File: config.mk
export PLATFORM = sky130hd
export DESIGN_NAME = serial_link_boot_seq_flat
export DESIGN_NICKNAME = d
export VERILOG_FILES = /design/src/rtl/serial_link_boot_seq_if.sv /design/src/rtl/serial_link_boot_seq.sv /design/src/flat_wrapper.sv
export SDC_FILE = /design/constraint.sdc
export NUM_CORES = 1
export LEC_CHECK = 0
export ABC_AREA = 0
export CAP_MARGIN = 20
export CORE_UTILIZATION = 35
export CTS_CLUSTER_SIZE = 24
export DETAILED_ROUTE_END_ITERATION = 10
export DONT_BUFFER_PORTS = 1
export SLEW_MARGIN = 20
export SYNTH_ARGS = -nofsm -noshare
export SYNTH_HDL_FRONTEND = slang
export SYNTH_SLANG_ARGS = --single-unit
File: constraint.sdc
create_clock -name clk_i -period 3 [get_ports clk_i]
set_input_delay 0.9 -clock clk_i [delete_from_list [all_inputs] [get_ports clk_i]]
set_output_delay 0.9 -clock clk_i [all_outputs]
set_load 0.01 [all_outputs]
File: src/rtl/serial_link_boot_seq_if.sv
// serial_link_boot_seq_if
//   APB bundle between the boot sequencer (master) and the serial link
//   register file (slave).
//   paddr_o, psel_o, penable_o, pwrite_o, pwdata_o, pstrb_o : master -> slave
//   pready_i, prdata_i, pslverr_i                           : slave -> master
interface serial_link_boot_seq_if #(
  parameter int unsigned AddrWidth = 32,
  parameter int unsigned DataWidth = 32
);
  logic [AddrWidth-1:0]     paddr_o;
  logic                     psel_o;
  logic                     penable_o;
  logic                     pwrite_o;
  logic [DataWidth-1:0]     pwdata_o;
  logic [DataWidth/8-1:0]   pstrb_o;
  logic                     pready_i;
  logic [DataWidth-1:0]     prdata_i;
  logic                     pslverr_i;

  modport master (
    output paddr_o, psel_o, penable_o, pwrite_o, pwdata_o, pstrb_o,
    input  pready_i, prdata_i, pslverr_i
  );

  modport slave (
    input  paddr_o, psel_o, penable_o, pwrite_o, pwdata_o, pstrb_o,
    output pready_i, prdata_i, pslverr_i
  );
endinterface

File: src/rtl/serial_link_boot_seq.sv
// serial_link_boot_seq
//   APB master that brings a serial link out of reset on its own:
//   CTRL=0x300, 0x302, 0x303, settle wait, CTRL=0x003, then polls ISOLATED
//   until it reads zero.
//
// Ports
//   clk_i    : system clock
//   rst_ni   : asynchronous active-low reset
//   start_i  : one-cycle launch pulse, ignored while busy_o=1
//   busy_o   : sequence in progress
//   done_o   : sticky, link ready; cleared by the next accepted start_i
//   error_o  : sticky, pslverr (or poll timeout) seen; cleared by next start_i
//   apb      : APB master port (serial_link_boot_seq_if.master)
//
// Optional build macro
//   SERIAL_LINK_BOOT_SEQ_TIMEOUT_EN : bound the ISOLATED polling to PollLimit
//   non-zero reads, then flag error_o. Undefined: poll indefinitely.
//
// FSM states
//   state  | meaning
//   IDLE   | after reset, waiting for start_i
//   SETUP  | APB setup phase of the current step
//   ACCESS | APB access phase, waiting for pready_i
//   SETTLE | idle bus, counting SettleCycles after clock enable
//   DONE   | link de-isolated, done_o=1
//   ERROR  | pslverr or poll timeout, error_o=1
module serial_link_boot_seq #(
  parameter int unsigned AddrWidth         = 32,
  parameter int unsigned DataWidth         = 32,
  parameter logic [31:0] BaseAddr          = 32'h0,
  parameter logic [31:0] CtrlRegOffset     = 32'h0,
  parameter logic [31:0] IsolatedRegOffset = 32'h8,
  parameter int unsigned SettleCycles      = 50,
  parameter int unsigned PollLimit         = 1024
) (
  input  logic                   clk_i,
  input  logic                   rst_ni,
  input  logic                   start_i,
  output logic                   busy_o,
  output logic                   done_o,
  output logic                   error_o,
  serial_link_boot_seq_if.master apb
);

  typedef enum logic [2:0] {
    IDLE,
    SETUP,
    ACCESS,
    SETTLE,
    DONE,
    ERROR
  } state_e;

  // Zero settle cycles would give a zero-width counter; keep one bit.
  localparam int unsigned SettleW =
    (SettleCycles > 0) ? $clog2(SettleCycles + 1) : 1;
  localparam logic [SettleW-1:0] SettleLoad =
    (SettleCycles > 0) ? SettleW'(SettleCycles - 1) : '0;

  localparam logic [AddrWidth-1:0] CtrlAddr = AddrWidth'(BaseAddr + CtrlRegOffset);
  localparam logic [AddrWidth-1:0] IsoAddr  = AddrWidth'(BaseAddr + IsolatedRegOffset);

  localparam logic [2:0] StepPoll = 3'd4;

  state_e               state_q, state_d;
  logic [2:0]           step_q, step_d;
  logic [SettleW-1:0]   settle_q, settle_d;

`ifdef SERIAL_LINK_BOOT_SEQ_TIMEOUT_EN
  localparam int unsigned PollW = (PollLimit > 0) ? $clog2(PollLimit + 1) : 1;
  // Compare against the last allowed count so the counter never wraps.
  localparam logic [PollW-1:0] PollLast = (PollLimit > 0) ? PollW'(PollLimit - 1) : '0;
  logic [PollW-1:0]     poll_q, poll_d;
`endif

  logic [AddrWidth-1:0] step_addr;
  logic [DataWidth-1:0] step_wdata;
  logic                 step_write;
  logic                 in_xfer;

  // Transfer decode for the current step.
  always_comb begin
    step_addr  = CtrlAddr;
    step_wdata = '0;
    step_write = 1'b1;
    case (step_q)
      3'd0:    step_wdata = DataWidth'(32'h300);
      3'd1:    step_wdata = DataWidth'(32'h302);
      3'd2:    step_wdata = DataWidth'(32'h303);
      3'd3:    step_wdata = DataWidth'(32'h003);
      default: begin
        step_addr  = IsoAddr;
        step_write = 1'b0;
      end
    endcase
  end

  always_ff @(posedge clk_i or negedge rst_ni) begin
    if (!rst_ni) begin
      state_q  <= IDLE;
      step_q   <= '0;
      settle_q <= '0;
`ifdef SERIAL_LINK_BOOT_SEQ_TIMEOUT_EN
      poll_q   <= '0;
`endif
    end else begin
      state_q  <= state_d;
      step_q   <= step_d;
      settle_q <= settle_d;
`ifdef SERIAL_LINK_BOOT_SEQ_TIMEOUT_EN
      poll_q   <= poll_d;
`endif
    end
  end

  always_comb begin
    state_d  = state_q;
    step_d   = step_q;
    settle_d = settle_q;
`ifdef SERIAL_LINK_BOOT_SEQ_TIMEOUT_EN
    poll_d   = poll_q;
`endif
    case (state_q)
      IDLE, DONE, ERROR: begin
        if (start_i) begin
          step_d  = '0;
`ifdef SERIAL_LINK_BOOT_SEQ_TIMEOUT_EN
          poll_d  = '0;
`endif
          state_d = SETUP;
        end
      end
      SETUP: state_d = ACCESS;
      ACCESS: begin
        if (apb.pready_i) begin
          if (apb.pslverr_i) begin
            state_d = ERROR;
          end else if (step_q == 3'd2) begin
            if (SettleCycles == 0) begin
              step_d  = 3'd3;
              state_d = SETUP;
            end else begin
              settle_d = SettleLoad;
              state_d  = SETTLE;
            end
          end else if (step_q == StepPoll) begin
            if (apb.prdata_i == '0) begin
              state_d = DONE;
            end else begin
`ifdef SERIAL_LINK_BOOT_SEQ_TIMEOUT_EN
              if (poll_q == PollLast) begin
                state_d = ERROR;
              end else begin
                poll_d  = poll_q + 1'b1;
                state_d = SETUP;
              end
`else
              state_d = SETUP;
`endif
            end
          end else begin
            step_d  = step_q + 3'd1;
            state_d = SETUP;
          end
        end
      end
      SETTLE: begin
        if (settle_q == '0) begin
          step_d  = 3'd3;
          state_d = SETUP;
        end else begin
          settle_d = settle_q - 1'b1;
        end
      end
      default: state_d = IDLE;
    endcase
  end

  // Outputs decode straight from the state register so an async reset
  // drops the bus immediately.
  assign in_xfer       = (state_q == SETUP) || (state_q == ACCESS);
  assign apb.psel_o    = in_xfer;
  assign apb.penable_o = (state_q == ACCESS);
  assign apb.paddr_o   = in_xfer ? step_addr : '0;
  assign apb.pwrite_o  = in_xfer & step_write;
  assign apb.pwdata_o  = (in_xfer && step_write) ? step_wdata : '0;
  // Strobes are all ones for every transfer; held low off-bus so that the
  // whole port reads zero out of reset.
  assign apb.pstrb_o   = in_xfer ? '1 : '0;

  assign busy_o  = in_xfer || (state_q == SETTLE);
  assign done_o  = (state_q == DONE);
  assign error_o = (state_q == ERROR);

endmodule

File: src/flat_wrapper.sv
// flat-port wrapper written by rule: the top's interface ports become plain ports
module serial_link_boot_seq_flat 
#(
  parameter int unsigned AddrWidth         = 32,
  parameter int unsigned DataWidth         = 32,
  parameter logic [31:0] BaseAddr          = 32'h0,
  parameter logic [31:0] CtrlRegOffset     = 32'h0,
  parameter logic [31:0] IsolatedRegOffset = 32'h8,
  parameter int unsigned SettleCycles      = 50,
  parameter int unsigned PollLimit         = 1024
)
  (clk_i, rst_ni, start_i, busy_o, done_o, error_o, apb_paddr_o, apb_psel_o, apb_penable_o, apb_pwrite_o, apb_pwdata_o, apb_pstrb_o, apb_pready_i, apb_prdata_i, apb_pslverr_i);
  serial_link_boot_seq_if #(.AddrWidth(AddrWidth), .DataWidth(DataWidth)) apb_i ();
  input  logic clk_i;
  input  logic rst_ni;
  input  logic start_i;
  output logic busy_o;
  output logic done_o;
  output logic error_o;
  output wire logic [$bits(apb_i.paddr_o)-1:0] apb_paddr_o;
  output wire logic [$bits(apb_i.psel_o)-1:0] apb_psel_o;
  output wire logic [$bits(apb_i.penable_o)-1:0] apb_penable_o;
  output wire logic [$bits(apb_i.pwrite_o)-1:0] apb_pwrite_o;
  output wire logic [$bits(apb_i.pwdata_o)-1:0] apb_pwdata_o;
  output wire logic [$bits(apb_i.pstrb_o)-1:0] apb_pstrb_o;
  input wire logic [$bits(apb_i.pready_i)-1:0] apb_pready_i;
  input wire logic [$bits(apb_i.prdata_i)-1:0] apb_prdata_i;
  input wire logic [$bits(apb_i.pslverr_i)-1:0] apb_pslverr_i;
  assign apb_paddr_o = apb_i.paddr_o;
  assign apb_psel_o = apb_i.psel_o;
  assign apb_penable_o = apb_i.penable_o;
  assign apb_pwrite_o = apb_i.pwrite_o;
  assign apb_pwdata_o = apb_i.pwdata_o;
  assign apb_pstrb_o = apb_i.pstrb_o;
  assign apb_i.pready_i = apb_pready_i;
  assign apb_i.prdata_i = apb_prdata_i;
  assign apb_i.pslverr_i = apb_pslverr_i;
  serial_link_boot_seq #(.AddrWidth(AddrWidth), .DataWidth(DataWidth), .BaseAddr(BaseAddr), .CtrlRegOffset(CtrlRegOffset), .IsolatedRegOffset(IsolatedRegOffset), .SettleCycles(SettleCycles), .PollLimit(PollLimit)) u_core (.clk_i(clk_i), .rst_ni(rst_ni), .start_i(start_i), .busy_o(busy_o), .done_o(done_o), .error_o(error_o), .apb(apb_i));
endmodule
; ---- Word level (Yosys, flattened, before mapping)
; Cells that the tools add are included.
[word_totals]
regBits = 12
word_cells = 63
input_bits = 37
output_inout_bits = 74
[classes]
mux = 26
eq_ne = 17
add_sub_neg = 2
n_reduce_logical = 14
bitwise_logic = 1
[ops]
columns = operator, n
row1 = 10-bit case mux with 4 select lines, 1
row2 = 3-bit 2-to-1 mux, 13
row3 = 32-bit zero test, 1
row4 = 6-bit 2-to-1 mux, 4
row5 = 3-bit by 2-bit equality test with 1-bit output (second input constant), 4
row6 = 4-bit 2-to-1 mux, 3
row7 = 3-bit case mux with 4 select lines, 1
row8 = 6-bit case mux with 2 select lines, 1
row9 = 10-bit 2-to-1 mux, 1
row10 = 2-bit != test (second input constant), 5
row11 = 3-bit equality test (second input constant), 3
row12 = 3-bit case mux with 3 select lines, 1
row13 = 7-bit AND reduction, 1
row14 = 3-bit by 1-bit equality test with 1-bit output (second input constant), 2
row15 = 3-bit zero test, 2
row16 = 6-bit zero test, 1
row17 = 2-bit by 1-bit != test with 1-bit output (second input constant), 3
row18 = 6-bit by 1-bit subtractor with 6-bit output (second input constant), 1
row19 = 5-bit AND reduction, 1
row20 = 4-bit OR reduction, 1
row21 = 3-bit by 1-bit adder with 3-bit output (second input constant), 1
row22 = 3-bit AND reduction, 1
row23 = 3-bit nonzero test, 1
row24 = 3-bit OR reduction, 1
row25 = 5 further kinds, 6

; ---- Logic depth before layout (Yosys ltp)
[logic_depth]
word_depth = 7
depth_mapped = 7
depth_no_buf = 7

; ---- Least setup slack after synthesis
; Ideal clock, no wire load.
[synth_path]
kind = register -> output
startpoint = reg u_core.step_q[0]
endpoint = out apb_pwdata_o[9]
path_buffers = 1
path_slack_ps = 654
path_stages_with_launch = 7
arrival_time_ps = 1446
required_time_ps = 2100
cell_sequence = dfrtp_1 ha_1 ha_1 nor4_1 nor3_1 o21a_1 buf_4
[synth_via]
elab_chain_len = 5
word_cells_on_any_way = 9
cone_classes = eq/ne: 3 / mux: 3 / reduce/logical: 3
[synth_rtl]
columns = item, line_no
row1 = "start, declared", serial_link_boot_seq.sv:66  ; logic [2:0] step_q, step_d;
row2 = "start signal, assigned", serial_link_boot_seq.sv:108  ; step_q <= step_d;
row3 = 3-bit by 1-bit equality test with 1-bit output (tied with other cells), serial_link_boot_seq.sv:86  ; case (step_q)
row4 = 4-bit OR reduction (no line), n/a
row5 = 1-bit 2-to-1 mux, serial_link_boot_seq.sv:86
row6 = 1-bit logical AND, serial_link_boot_seq.sv:186  ; assign apb.pwdata_o = (in_xfer && step_write) ? step_wdata : '0;
row7 = 10-bit 2-to-1 mux *, serial_link_boot_seq.sv:186
row8 = "end, declared", flat_wrapper.sv:24  ; output wire logic [$bits(apb_i.pwdata_o)-1:0] apb_pwdata_o;
; Mark *: on every way between the ends. The rest lies on a longest branch, timed or not.

; ---- Final worst setup path
; Same ends and word-level chain as after synthesis.

==> flow_summary.ini <==
[outcome]
status = complete, no violations

[critical_path]
critPathBufInv = 0
critPathKind = flop to output port
path_common_cell = ha_1
crit_path_top_delay_cell = dfrtp_1
cp_max_fo = 3
start_kind = flop
end_kind = output port
worstPathArrival_ns = 1.69
crit_path_cell_trace = ha_1 -> ha_1 -> nor4_1 -> nor3_1 -> o21a_1
crit_start = u_core.step_q[0]$_DFFE_PN0P_
required_ns = 2.10
worstReg2RegStart = u_core.settle_q[0]$_DFFE_PN0P_
critPathTopFamily = simple AND/OR/NAND/NOR gates
critical-path-max-stage-delay_ns = 0.40

[global_routing]
grtUsageMet2_pct = 16.0
grt_pass1_vias = 803
grt_max_degree = 17
gr-total-overflow = 0
use_met3_pct = 4.69
met1_usage_pct = 14.1
grt_usage_pct = 11.3
grt_busiest_layer = met2
grt_pass1_wl_um = 3620
antenna_found_initial = 0

[detailed_routing]
via_per_inst = 4.34
firstDrtPassIters = 4
wl_per_cell_um = 10.5
antenna_left = 0
drt_iter0_drc = 12
wl_um = 2370
drc = 0
vias = 976

[timing]
finalCritPeriodShare_pct = 86.3
fmax_mhz = 386
timing.hold.ws_ns = 0.345
tns_ns = 0
hold_viol = 0
skew_ns = 0.000502
finalSetupViolCount = 0
setup_ws_ns = 0.412
rsz0062_at_grt = false
tightest_slew_ns = 0.654
fin_crit_ns = 2.59
slew-limit-headroom_pct = 55.8
maxSlewViolCount = 0

[synthesis]
synthTopCellsByArea = buf_4, dfrtp_1, ha_1
synth_fa_ha_area_share_pct = 6.22
syn_inst = 180
netlist_area_um2 = 1410
synth_compound_area_share_pct = 9.59
synth-seq-cells = 12
synth_top_family_by_area = buffers and inverters
synth_area_per_cell_um2 = 7.83
synth_mux_area_share_pct = 2.13
ys_types = 32
synth_top_area_share_pct = 34.6
synth_simple_gate_area_share_pct = 20.3
ys_warn_count = 0
synth-seq-area-share_pct = 21.3
synth-xor-area-share_pct = 2.49
synth_top_area_cell = buf_4

[finish]
fill_cells = 418
fin_nets = 222
regArea_um2 = 300
final_common_cell = conb_1
layout_common_cells = conb_1, nor2_1, dfrtp_1, nor4_1, inv_1
drive_above_1_share_pct = 3.39
multi_input_area_um2 = 796
diodes = 0
syn_to_final_growth_pct = -10.6

[clock_tree]
cts_sinks = 12
clk_latency_ns = 0.25
cts_made_buffers = 3
cts_tree = done
post-cts-setup-buffer-count = 0
cts.path.max_buffers = 2
postCtsHoldBufs = 0
cts_resized = 0
h-tree-depth = 1
cts.clk_slew.worst_paths_ns = 0.05
root_buffer = clkbuf_8

[run]
cap_viol_max_count = 0

[place]
port_buffers = 0
place_ws_ns = 0.661
gp_congestion = 0.793
dp_hpwl_um = 1980

[floorplan]
die_w_um = 65.4
ios = 111
die_y_um = 65.4
rows = 22
die_area_um2 = 4280
core_um2 = 3770
initial_core_util_pct = 37.4

[power]
ir_worst_vdd_mv = 0.248
leakage_uw = 0.000626
power.density_nw_per_um2 = 953

[worst_hold_path]
hold_class = primary input to async pin
-- cell usage after synthesis --
master,count
nand4_1,2
a21oi_1,5
nor4_1,10
a41o_1,1
xor2_1,4
buf_4,65
dfrtp_1,12
o21bai_1,1
ha_1,7
mux2i_1,3
nor4b_1,1
conb_1,1
o22ai_1,1
or3_1,2
nor2_1,12
o21ai_0,3
o31ai_1,1
a21boi_0,1
a21o_1,1
or4_1,2
a211o_1,1
clkbuf_1,1
nand2b_1,3
nand3_1,8
nor3_1,5
o21ai_1,5
buf_2,1
nor2b_1,1
or4b_1,1
nand2_1,8
inv_1,9
o21a_1,2
-- state kept, by name (all words and copies together) (netlist names) --
signal           count
u_core.settle_q      6
u_core.state_q       3
u_core.step_q        3
-- path summary, 6_finish.rpt --
check	to	slack, ns	cells after the start
max	apb_pwdata_o[9]	0.41	5
min reg2reg	u_core.settle_q[0]$_DFFE_PN0P_	0.50	1
max in group asynchronous	u_core.settle_q[3]$_DFFE_PN0P_	2.58	0
max reg2reg	u_core.step_q[2]$_DFFE_PN0P_	1.04	7
min	u_core.settle_q[1]$_DFFE_PN0P_	0.35	0
min in group clk_i	u_core.settle_q[0]$_DFFE_PN0P_	0.50	1
-- layout make-up --
| class | count | share of cell area (%) |
|---|---|---|
| multi-input cells | 150 | 63.2 |
| repair buffers | 2 | 1.19 |
| inverters | 9 | 2.68 |
| flip-flops and latches | 12 | 23.8 |
| well taps | 48 | 4.77 |
| clock buffers | 4 | 4.37 |
-- layer usage --
metal / share of wire [%] / wire length [um] / vias up
li1: - / - / 482
met1: 44 / 1040 / 417
met2: 42 / 999 / 72
met3: 12 / 274 / 5
met4: 2.2 / 51 / 0
met5: 0 / 0 / -
-- worst register-to-register path, cell delays in order, from the launching register on --
cell,delay (ns)
dfrtp_1,0.40
inv_1,0.09
ha_1,0.14
nor4b_1,0.54
nand4_1,0.16
a21oi_1,0.16
o21ai_1,0.15
a21o_1,0.21
-- power by group --
part / leakage [uW] / internal [uW] / switching (uW)
Sequential: 0.000143 / 238 / 84.6
Combinational: 0.000454 / 231 / 466
Clock: 0.0000288 / 116 / 64.6
Total: 0.000626 / 586 / 615
-- cells by family (layout without fill, tap and decap cells) --
logic type | Yosys count | in the layout
flip-flops | 12 | 12
buffers and inverters | 76 | 15
AO/OA/AOI/OAI | 22 | 22
multiplexers | 3 | 3
AND/OR/NAND/NOR | 55 | 55
other | 1 | 59
adder cells (fa/ha/maj) | 7 | 7
XOR/XNOR | 4 | 4
-- through the flow --
step	instances	util, %	area [um2]	total power, uW
after floorplan	238	-	1630	1050
after global placement	221	32.0	1200	1020
after detailed placement	221	32.0	1200	1030
after CTS	225	33.4	1260	1210
after global routing	225	33.4	1260	1340
final	225	33.4	1260	1200
Power figures use the tool's default switching activity.
